[config.mk]
export PLATFORM = sky130hd
export DESIGN_NAME = pacing_scheduler
export DESIGN_NICKNAME = d
export VERILOG_FILES = /design/src/rtl/pacing_pkg.sv /design/src/rtl/pacing_scheduler_period_counter.sv /design/src/rtl/pacing_scheduler.sv
export SDC_FILE = /design/constraint.sdc
export NUM_CORES = 1
export LEC_CHECK = 0
export CORE_AREA = 3 3 163 165
export CTS_BUF_LIST = sky130_fd_sc_hd__clkbuf_2
export CTS_CLUSTER_DIAMETER = 60
export DETAILED_ROUTE_END_ITERATION = 8
export DIE_AREA = 0 0 166 168
export DONT_BUFFER_PORTS = 1
export PLACE_DENSITY = 0.8
export SKIP_LAST_GASP = 1
export SLEW_MARGIN = 20
export SYNTH_ARGS = -nofsm -noshare
export SYNTH_HDL_FRONTEND = slang
export SYNTH_HIERARCHICAL = 1
export SYNTH_SLANG_ARGS = --single-unit
[constraint.sdc]
create_clock -name clk -period 4.76 [get_ports clk]
set_input_delay 0.952 -clock clk [delete_from_list [all_inputs] [get_ports clk]]
set_output_delay 0.952 -clock clk [all_outputs]
set_load 0.005 [all_outputs]
[src/rtl/pacing_pkg.sv]
// Shared types, q_push_data field layout and drop-counter helpers for pacing_scheduler.
package pacing_pkg;

  typedef enum logic {StIdle, StPush} state_e;

  // q_push_data = {timestamp, pacing vector}; pacing bits sit at the bottom
  localparam int unsigned PACING_LSB = 0;
  localparam int unsigned DROP_W     = 16;
  // Widest per-cycle drop increment: up to 16 streams can drop at once
  localparam int unsigned DROP_INC_W = 5;

  // Timestamp field starts right above the pacing vector
  function automatic int unsigned ts_lsb(int unsigned num_streams);
    return num_streams;
  endfunction

  // Saturating add used for the dropped-deadline counter
  function automatic logic [DROP_W-1:0] sat_add(logic [DROP_W-1:0] a,
                                                logic [DROP_INC_W-1:0] b);
    logic [DROP_W:0] sum;
    sum = {1'b0, a} + {{(DROP_W + 1 - DROP_INC_W){1'b0}}, b};
    return sum[DROP_W] ? {DROP_W{1'b1}} : sum[DROP_W-1:0];
  endfunction

endpackage

[src/rtl/pacing_scheduler_period_counter.sv]
// Per-stream period down-counter: flags 'due' when it reaches zero on an enabled tick.
module period_counter
  import pacing_pkg::*;
#(
  parameter int unsigned CNT_W = 32
) (
  input  logic             clk,
  input  logic             rst,
  input  logic             en,
  input  logic [CNT_W-1:0] period,
  output logic             due
);

  logic [CNT_W-1:0] cnt_q, cnt_d;

  // Due on the tick the counter sits at zero; reload or count down only while enabled
  always_comb begin
    due   = en && (cnt_q == '0);
    cnt_d = cnt_q;
    if (due) begin
      cnt_d = period - CNT_W'(1);
    end else if (en) begin
      cnt_d = cnt_q - CNT_W'(1);
    end
  end

  // Counter register; reset loads period-1 so the first due lands on ts=period-1
  always_ff @(posedge clk) begin
    if (rst) begin
      cnt_q <= period - CNT_W'(1);
    end else begin
      cnt_q <= cnt_d;
    end
  end

endmodule

[src/rtl/pacing_scheduler.sv]
// Periodic-stream scheduler: bundles streams due on the same tick into timestamped queue entries.
module pacing_scheduler
  import pacing_pkg::*;
#(
  parameter int unsigned                     NUM_STREAMS = 2,
  parameter int unsigned                     CNT_W       = 32,
  parameter int unsigned                     TS_W        = 64,
  parameter logic [NUM_STREAMS*CNT_W-1:0]    PERIODS     = {32'd2000, 32'd1000}
) (
  input  logic                        clk,
  input  logic                        rst,
  input  logic                        en,
  input  logic                        q_ready,
  output logic                        q_push,
  output logic [TS_W+NUM_STREAMS-1:0] q_push_data,
  output logic [NUM_STREAMS-1:0]      pacing,
  output logic [TS_W-1:0]             ts,
  output logic                        overflow,
  output logic [DROP_W-1:0]           drop_count
);

  localparam int unsigned TS_LSB = ts_lsb(NUM_STREAMS);
  localparam int unsigned DW     = TS_W + NUM_STREAMS;

  logic [NUM_STREAMS-1:0] due;

  for (genvar g = 0; g < NUM_STREAMS; g++) begin : g_cnt
    period_counter #(
      .CNT_W (CNT_W)
    ) u_cnt (
      .clk    (clk),
      .rst    (rst),
      .en     (en),
      .period (PERIODS[g*CNT_W +: CNT_W]),
      .due    (due[g])
    );
  end

  state_e                 state_q, state_d;
  logic [TS_W-1:0]        ts_q, ts_d;
  logic [NUM_STREAMS-1:0] pending_q, pending_d;
  logic [TS_W-1:0]        pend_ts_q, pend_ts_d;
  logic [DW-1:0]          push_data_q, push_data_d;
  logic [NUM_STREAMS-1:0] pacing_q, pacing_d;
  logic                   overflow_q, overflow_d;
  logic [DROP_W-1:0]      drop_cnt_q, drop_cnt_d;

  logic                   handshake;
  logic                   slot_free;
  logic [NUM_STREAMS-1:0] merged;
  logic [NUM_STREAMS-1:0] drops;
  logic [DROP_INC_W-1:0]  drop_inc;

  // Next-state: time base, drop accounting, merge register and push FSM
  always_comb begin
    ts_d = en ? ts_q + TS_W'(1) : ts_q;

    // A stream due again while its previous deadline is still only pending has lost one
    drops    = due & pending_q;
    drop_inc = '0;
    for (int i = 0; i < NUM_STREAMS; i++) begin
      drop_inc = drop_inc + DROP_INC_W'(drops[i]);
    end
    overflow_d = overflow_q | (|drops);
    drop_cnt_d = sat_add(drop_cnt_q, drop_inc);

    handshake = (state_q == StPush) && q_ready;
    // The output register can take a new entry when idle or when its entry leaves this cycle
    slot_free = (state_q == StIdle) || handshake;
    merged    = pending_q | due;
    pacing_d  = handshake ? push_data_q[PACING_LSB +: NUM_STREAMS] : '0;

    state_d     = state_q;
    push_data_d = push_data_q;
    pending_d   = pending_q;
    pend_ts_d   = pend_ts_q;

    if (slot_free) begin
      if (|merged) begin
        state_d                              = StPush;
        push_data_d[TS_LSB +: TS_W]          = (|pending_q) ? pend_ts_q : ts_q;
        push_data_d[PACING_LSB +: NUM_STREAMS] = merged;
        pending_d                            = '0;
      end else begin
        state_d = StIdle;
      end
    end else begin
      pending_d = merged;
      // Tag the merged entry with the oldest deadline it carries
      if (!(|pending_q) && (|due)) begin
        pend_ts_d = ts_q;
      end
    end
  end

  // State registers; synchronous reset discards any entry in flight
  always_ff @(posedge clk) begin
    if (rst) begin
      state_q     <= StIdle;
      ts_q        <= '0;
      pending_q   <= '0;
      pend_ts_q   <= '0;
      push_data_q <= '0;
      pacing_q    <= '0;
      overflow_q  <= 1'b0;
      drop_cnt_q  <= '0;
    end else begin
      state_q     <= state_d;
      ts_q        <= ts_d;
      pending_q   <= pending_d;
      pend_ts_q   <= pend_ts_d;
      push_data_q <= push_data_d;
      pacing_q    <= pacing_d;
      overflow_q  <= overflow_d;
      drop_cnt_q  <= drop_cnt_d;
    end
  end

  assign q_push      = (state_q == StPush);
  assign q_push_data = push_data_q;
  assign pacing      = pacing_q;
  assign ts          = ts_q;
  assign overflow    = overflow_q;
  assign drop_count  = drop_cnt_q;

endmodule

======== Word-level counts from Yosys, hierarchy flattened ========
Index checks and enable logic that the tools add are counted.
Widths: inputs -> output; s select.
operators by class
  add/sub/neg operators ................... 5
  multipliers ............................. 0
  divide/modulo/power cells ............... 0
  $lt $le $gt $ge ......................... 0
  equal/unequal tests ..................... 1
  shift operators ......................... 0
  muxes and demuxes ....................... 5
  bitwise operators ....................... 6
  reduce and logical (&&, ||, !) cells .... 17
operators with widths
  cell                   count
  $add 64x1->64 const B  1
  $logic_not 32->1       2
  $mux 64                1
  $sub 32x1->32 const B  2
  $add 16x2->17          1
  $mux 16                1
  $reduce_or 2->1        7
  $logic_and 1x1->1      4
  $mux 2                 2
  $reduce_and 2->1       2
  $not 1->1              3
  $add 1x1->2            1
  $and 2x2->2            1
  $ne 2x1->1 const B     1
  $or 2x2->2             1
  $logic_not 1->1        1
  $logic_or 1x1->1       1
  $mux 1                 1
  $or 1x1->1             1
word-level totals
  register bits after elaboration ......... 280
  bits in latches ......................... 0
  RAM bits ................................ 0
  memory bits (read-only) ................. 0
  bits of input ports ..................... 4
  output and inout port bits .............. 150
  word-level logic and storage cells ...... 44
  memories kept ........................... 0

======== Logic depth before layout (Yosys ltp) ========
  word-level depth ........................ 6
  gate-level depth with buffers ........... 13
  gate-level depth less buffers ........... 13

======== Modules after synthesis ========
The synthesis kept the hierarchy.
by module, submodules not included
  module            times used  cells an instance  area an instance (um^2)  seq. area each (um^2)
  pacing_scheduler  1           1,114              9,032.4                  4,324.1
  period_counter    2           254                2,626.3                  960.9

======== Worst setup path before layout ========
Ideal clock, no wire load.
  path type ............................... register to register
  start ................................... register g_cnt[0].u_cnt.cnt_q[0]
  end ..................................... register drop_cnt_q[10] (netlist: drop_count[10])
  library setup time ...................... 0.070 ns
  arrival time ............................ 3.093 ns
  required time ........................... 4.690 ns
  slack ................................... 1.596 ns
  stages on the path, launching flop included .. 14
  path buffers ............................ 1
  period minus slack after synthesis ...... 3.164 ns
  path through ............................ edfxtp_1 -> inv_1 -> ha_1 -> nor3b_2 -> nand4_2 -> nor2_2 -> and3_1 -> and2_1 -> fa_1 -> ha_1 -> nand4_1 -> or3_1 -> clkbuf_1 -> a21oi_1
between the ends
  cells in the longest elaborated chain, start to end .. 6
ends and longest elaborated chain
  item                      RTL line                               source
  start: declaration        pacing_scheduler_period_counter.sv:14  logic [CNT_W-1:0] cnt_q, cnt_d;
  start signal: assignment  pacing_scheduler_period_counter.sv:30  cnt_q <= period - CNT_W'(1);
  start signal: assignment  pacing_scheduler_period_counter.sv:32  cnt_q <= cnt_d;
  $logic_not 32->1          pacing_scheduler_period_counter.sv:18  due = en && (cnt_q == '0);
  $logic_and 1x1->1         pacing_scheduler_period_counter.sv:18
  via due[0]                pacing_scheduler.sv:25                 logic [NUM_STREAMS-1:0] due;
  $and 2x2->2               pacing_scheduler.sv:59                 drops = due & pending_q;
  $add 1x1->2               pacing_scheduler.sv:62                 drop_inc = drop_inc + DROP_INC_W'(drops[i]);
  $add 16x2->17             pacing_pkg.sv:21                       sum = {1'b0, a} + {{(DROP_W + 1 - DROP_INC_W){1'b0}}, b};
  $mux 16                   pacing_pkg.sv:22                       return sum[DROP_W] ? {DROP_W{1'b1}} : sum[DROP_W-1:0];
  end signal: assignment    pacing_scheduler.sv:115                drop_cnt_q <= drop_cnt_d;
  end: declaration          pacing_scheduler.sv:46                 logic [DROP_W-1:0] drop_cnt_q, drop_cnt_d;
The timed path passes the listed nets, and every way through them passes these cells.
A chain may end at the register's enable or synchronous reset.

======== Worst setup path in the final report ========
  start ................................... register g_cnt[0].u_cnt.cnt_q[0]
  end ..................................... register drop_cnt_q[1] (netlist: drop_count[1])
Same word-level chain as after synthesis.

==> key figures <==
Run status
  • Status: finished, final reports clean

Power
  • Max VDD drop: 0.190 mV
  • P per Cell Area: 289 nW/um2
  • Power, Total: 4.63 mW
  • Clock network power share: 0.382
  • Combinational share of power: 0.059
  • Power Internal: 3.40 mW
  • Leak pwr: 5.60 nW
  • Sequential power share: 0.560
  • Psw: 1.23 mW
  • Sw frac: 0.265

Synth
  • Predominant post-synthesis flop cell: dfxtp_1
  • Post-synth EDFFs: 64
  • YS warnings: 6
  • Synth Register Bits: 280
  • Post-synthesis sequential area ratio: 0.437
  • Mapped Area: 14300 um2
  • Mapped Cells: 1622
  • Mean post-synth cell area: 8.81 um2
  • Async set-or-reset flop fraction in the synthesized netlist: 0
  • Netlist cell types: 62

Critical path
  • Data arrival, critical path: 4.60 ns
  • CP required: 5.44 ns
  • Critical path, cell by cell: inv_1, ha_1, nor3b_2, nand4_2, nor2_2, and3_1, and2_1, fa_1, ha_1, nand4_1, or3_1, a21oi_1
  • Critical path's largest stage delay: 0.65 ns
  • Crit-path most repeated cell: ha_1
  • Slowest CP cell: or3_1
  • Max Fanout on Critical Path: 13
  • Setup CP Type: flop to flop
  • CP Launch Type: flop
  • Endpoint type of the worst setup path: flop

Global routing
  • Initial antenna violation count: 1
  • Number of global-route vias before repair: 11500
  • GRT Residual Overflow: 0
  • Largest net degree at the start of global routing: 225
  • GRT Util Overall: 0.236
  • First-pass GRT wire length: 56.0 mm

Routing
  • Vias per inst: 5.55
  • Final WL: 33.8 mm
  • Final ANT Viol Nets: 0
  • Drt first pass iters: 6
  • Vias post-DR: 12300
  • # DRC: 0
  • Initial drt markers: 913
  • WL per Instance: 15.3 um

Clock network
  • Buffer count from post-CTS setup fixing: 0
  • CTS tree: built
  • Worst-path clk slew: 0.11 ns
  • Root buf cell: clkbuf_2
  • Number of H-tree levels: 3
  • Clock buffer count from CTS: 71
  • # resized after CTS: 0
  • Hold_buf cts: 0
  • Clock buffer depth: 3
  • Later-pin clock latency in the skew report: 0.87 ns
  • Clock sink count: 280

STA
  • Fmax: 255 MHz
  • Max_slew headroom: 0.380
  • Min Tclk post-route: 3.92 ns
  • Worst slew pin tran: 0.922 ns
  • Max-slew violations: 0
  • Final Cycle Share: 0.823
  • Final setup viols: 0
  • Final hold violation count: 0
  • Clock Skew: 0.124 ns
  • Final setup TNS: 0 ns
  • Unrepaired setup endpoints after global routing: false

Floorplanning
  • Core ar.: 25200 um2
  • Die Y: 168 um
  • Row count: 58
  • Die ar.: 27900 um2
  • Die width: 166 um
  • Initial Utilization: 0.567
  • Io pins: 154

Place
  • Post-DP HPWL: 22.0 mm
  • PortBufs: 0
  • Placed cells: 2085
  • GPL Wtd Cong: 0.882

Cells and area
  • Ratio of cells with drive above 1 in the final layout: 0.0939
  • Area growth, synth to finish: 11.9%
  • Fin nets: 1839
  • Final non-filler cell total: 2217
  • Fillcell total: 2084

Worst hold path
  • Hold Path Class: primary input to flop

Run
  • Maxcap violations: 0
[cell usage in the layout, fill, tap and decap left out, types with 65 or more instances in the layout]
cell      Yosys  final
o21ai_0      88     88
a21oi_1     108    108
conb_1        2    220
a311oi_1     65     65
nor2_1      174    173
xnor2_1      83     83
dfxtp_1     216    214
xor2_1       72     72
nand2_1     234    234
clkbuf_2      1    105
[area by class of cell]
class | count | area, um2 | area share
diodes | 2 | 5.00 | 0.000313
inverters | 20 | 75.1 | 0.00470
repair buffers | 8 | 72.6 | 0.00454
well taps | 330 | 413 | 0.0258
flip-flops and latches | 280 | 6250 | 0.391
multi-input cells | 1447 | 8450 | 0.529
clock inverters | 25 | 191 | 0.0120
clock buffers | 105 | 526 | 0.0329
[synth_stat cells (3+ instances only)]
cell type / instances / area, um2
a211oi_1: 4 / 30.0
a21oi_1: 108 / 541
a311oi_1: 65 / 569
a31o_2: 3 / 26.3
a31oi_1: 3 / 18.8
and2_1: 10 / 62.6
and3_1: 11 / 68.8
and4_1: 7 / 61.3
buf_2: 5 / 25.0
buf_4: 8 / 60.1
clkbuf_1: 78 / 293
dfxtp_1: 216 / 4320
edfxtp_1: 64 / 1920
ha_1: 6 / 75.1
inv_1: 20 / 75.1
mux2i_1: 61 / 611
nand2_1: 234 / 878
nand2b_1: 5 / 31.3
nand3_1: 36 / 180
nand4_1: 52 / 325
nand4_2: 8 / 100
nor2_1: 174 / 653
nor2b_1: 5 / 31.3
nor3_1: 49 / 245
nor3b_1: 3 / 22.5
nor4_1: 24 / 150
nor4_2: 11 / 138
nor4_4: 6 / 128
nor4b_1: 4 / 35.0
o21ai_0: 88 / 440
o31a_1: 5 / 43.8
or3_1: 37 / 231
or4_1: 11 / 82.6
or4b_1: 4 / 40.0
xnor2_1: 83 / 727
xor2_1: 72 / 631
[critical path, delay by kind of cell, from the launching register on]
kind,cells,cell delay [ns]
and+or+nand+nor,7,2.39
adders and majority gates,3,0.64
DFF,1,0.45
AOI/OAI and AO/OA,1,0.21
buffers and inverters,1,0.08
[routing by layer]
layer / up-vias / global-route usage / routed length [um] / share of wire
li1: 6072 / - / - / -
met1: 5726 / 0.302 / 14400 / 0.43
met2: 424 / 0.387 / 15900 / 0.47
met3: 75 / 0.0601 / 2620 / 0.078
met4: 0 / 0.0893 / 913 / 0.027
met5: - / 0 / 0 / 0
[kinds of logic (layout without fill, tap and decap cells)]
kind of cell               count (synthesis)  in the layout  synth area share
AOI/OAI and AO/OA                        289            289             0.124
xor gates and xnor gates                 155            155            0.0950
adders and majority gates                  7              7           0.00666
buffers and inverters                    113            158            0.0323
DFF                                      280            280             0.437
muxes                                     61             61            0.0427
other                                      2            222          0.000526
and+or+nand+nor                          715            715             0.261
[power by group through the flow]
stage               logic, mW  clock network (mW)  registers (mW)
global route            0.307                1.93            2.60
finish                  0.271                1.77            2.59
global placement        0.251                   0            2.64
CTS                     0.260                1.82            2.59
detailed placement      0.258                   0            2.64
floorplan               0.249                   0            2.63
[through the flow]
stage / hold WS [ns] / utilization / worst slack [ns] / instance area, um2
after floorplan: 0.433 / - / 1.60 / 15100
after global placement: 0.438 / 0.606 / 1.20 / 15300
after detailed placement: 0.443 / 0.606 / 0.980 / 15300
after CTS: 0.0984 / 0.635 / 0.901 / 16000
after global routing: 0.0991 / 0.635 / 0.536 / 16000
final: 0.197 / 0.635 / 0.844 / 16000
[state kept, by name, indices dropped and copies added, names as in the netlist]
signal             flops
q_push                 1
g_cnt.u_cnt/cnt_q     64
drop_count            16
pacing                 2
ts                    64
pending_q              2
q_push_data           66
pend_ts_q             64
overflow               1
[worst paths after layout]
kind	startpoint	endpoint	slack, ns	cells after the start
max	g_cnt[0].u_cnt/cnt_q[0]	drop_count[1]	0.84	12
min	rst	drop_count[7]	0.20	1
max reg2reg	g_cnt[0].u_cnt/cnt_q[0]	drop_count[1]	0.84	12
min reg2reg	pend_ts_q[58]	pend_ts_q[58]	0.46	2
No activity file was read; power rests on OpenSTA's default activity.
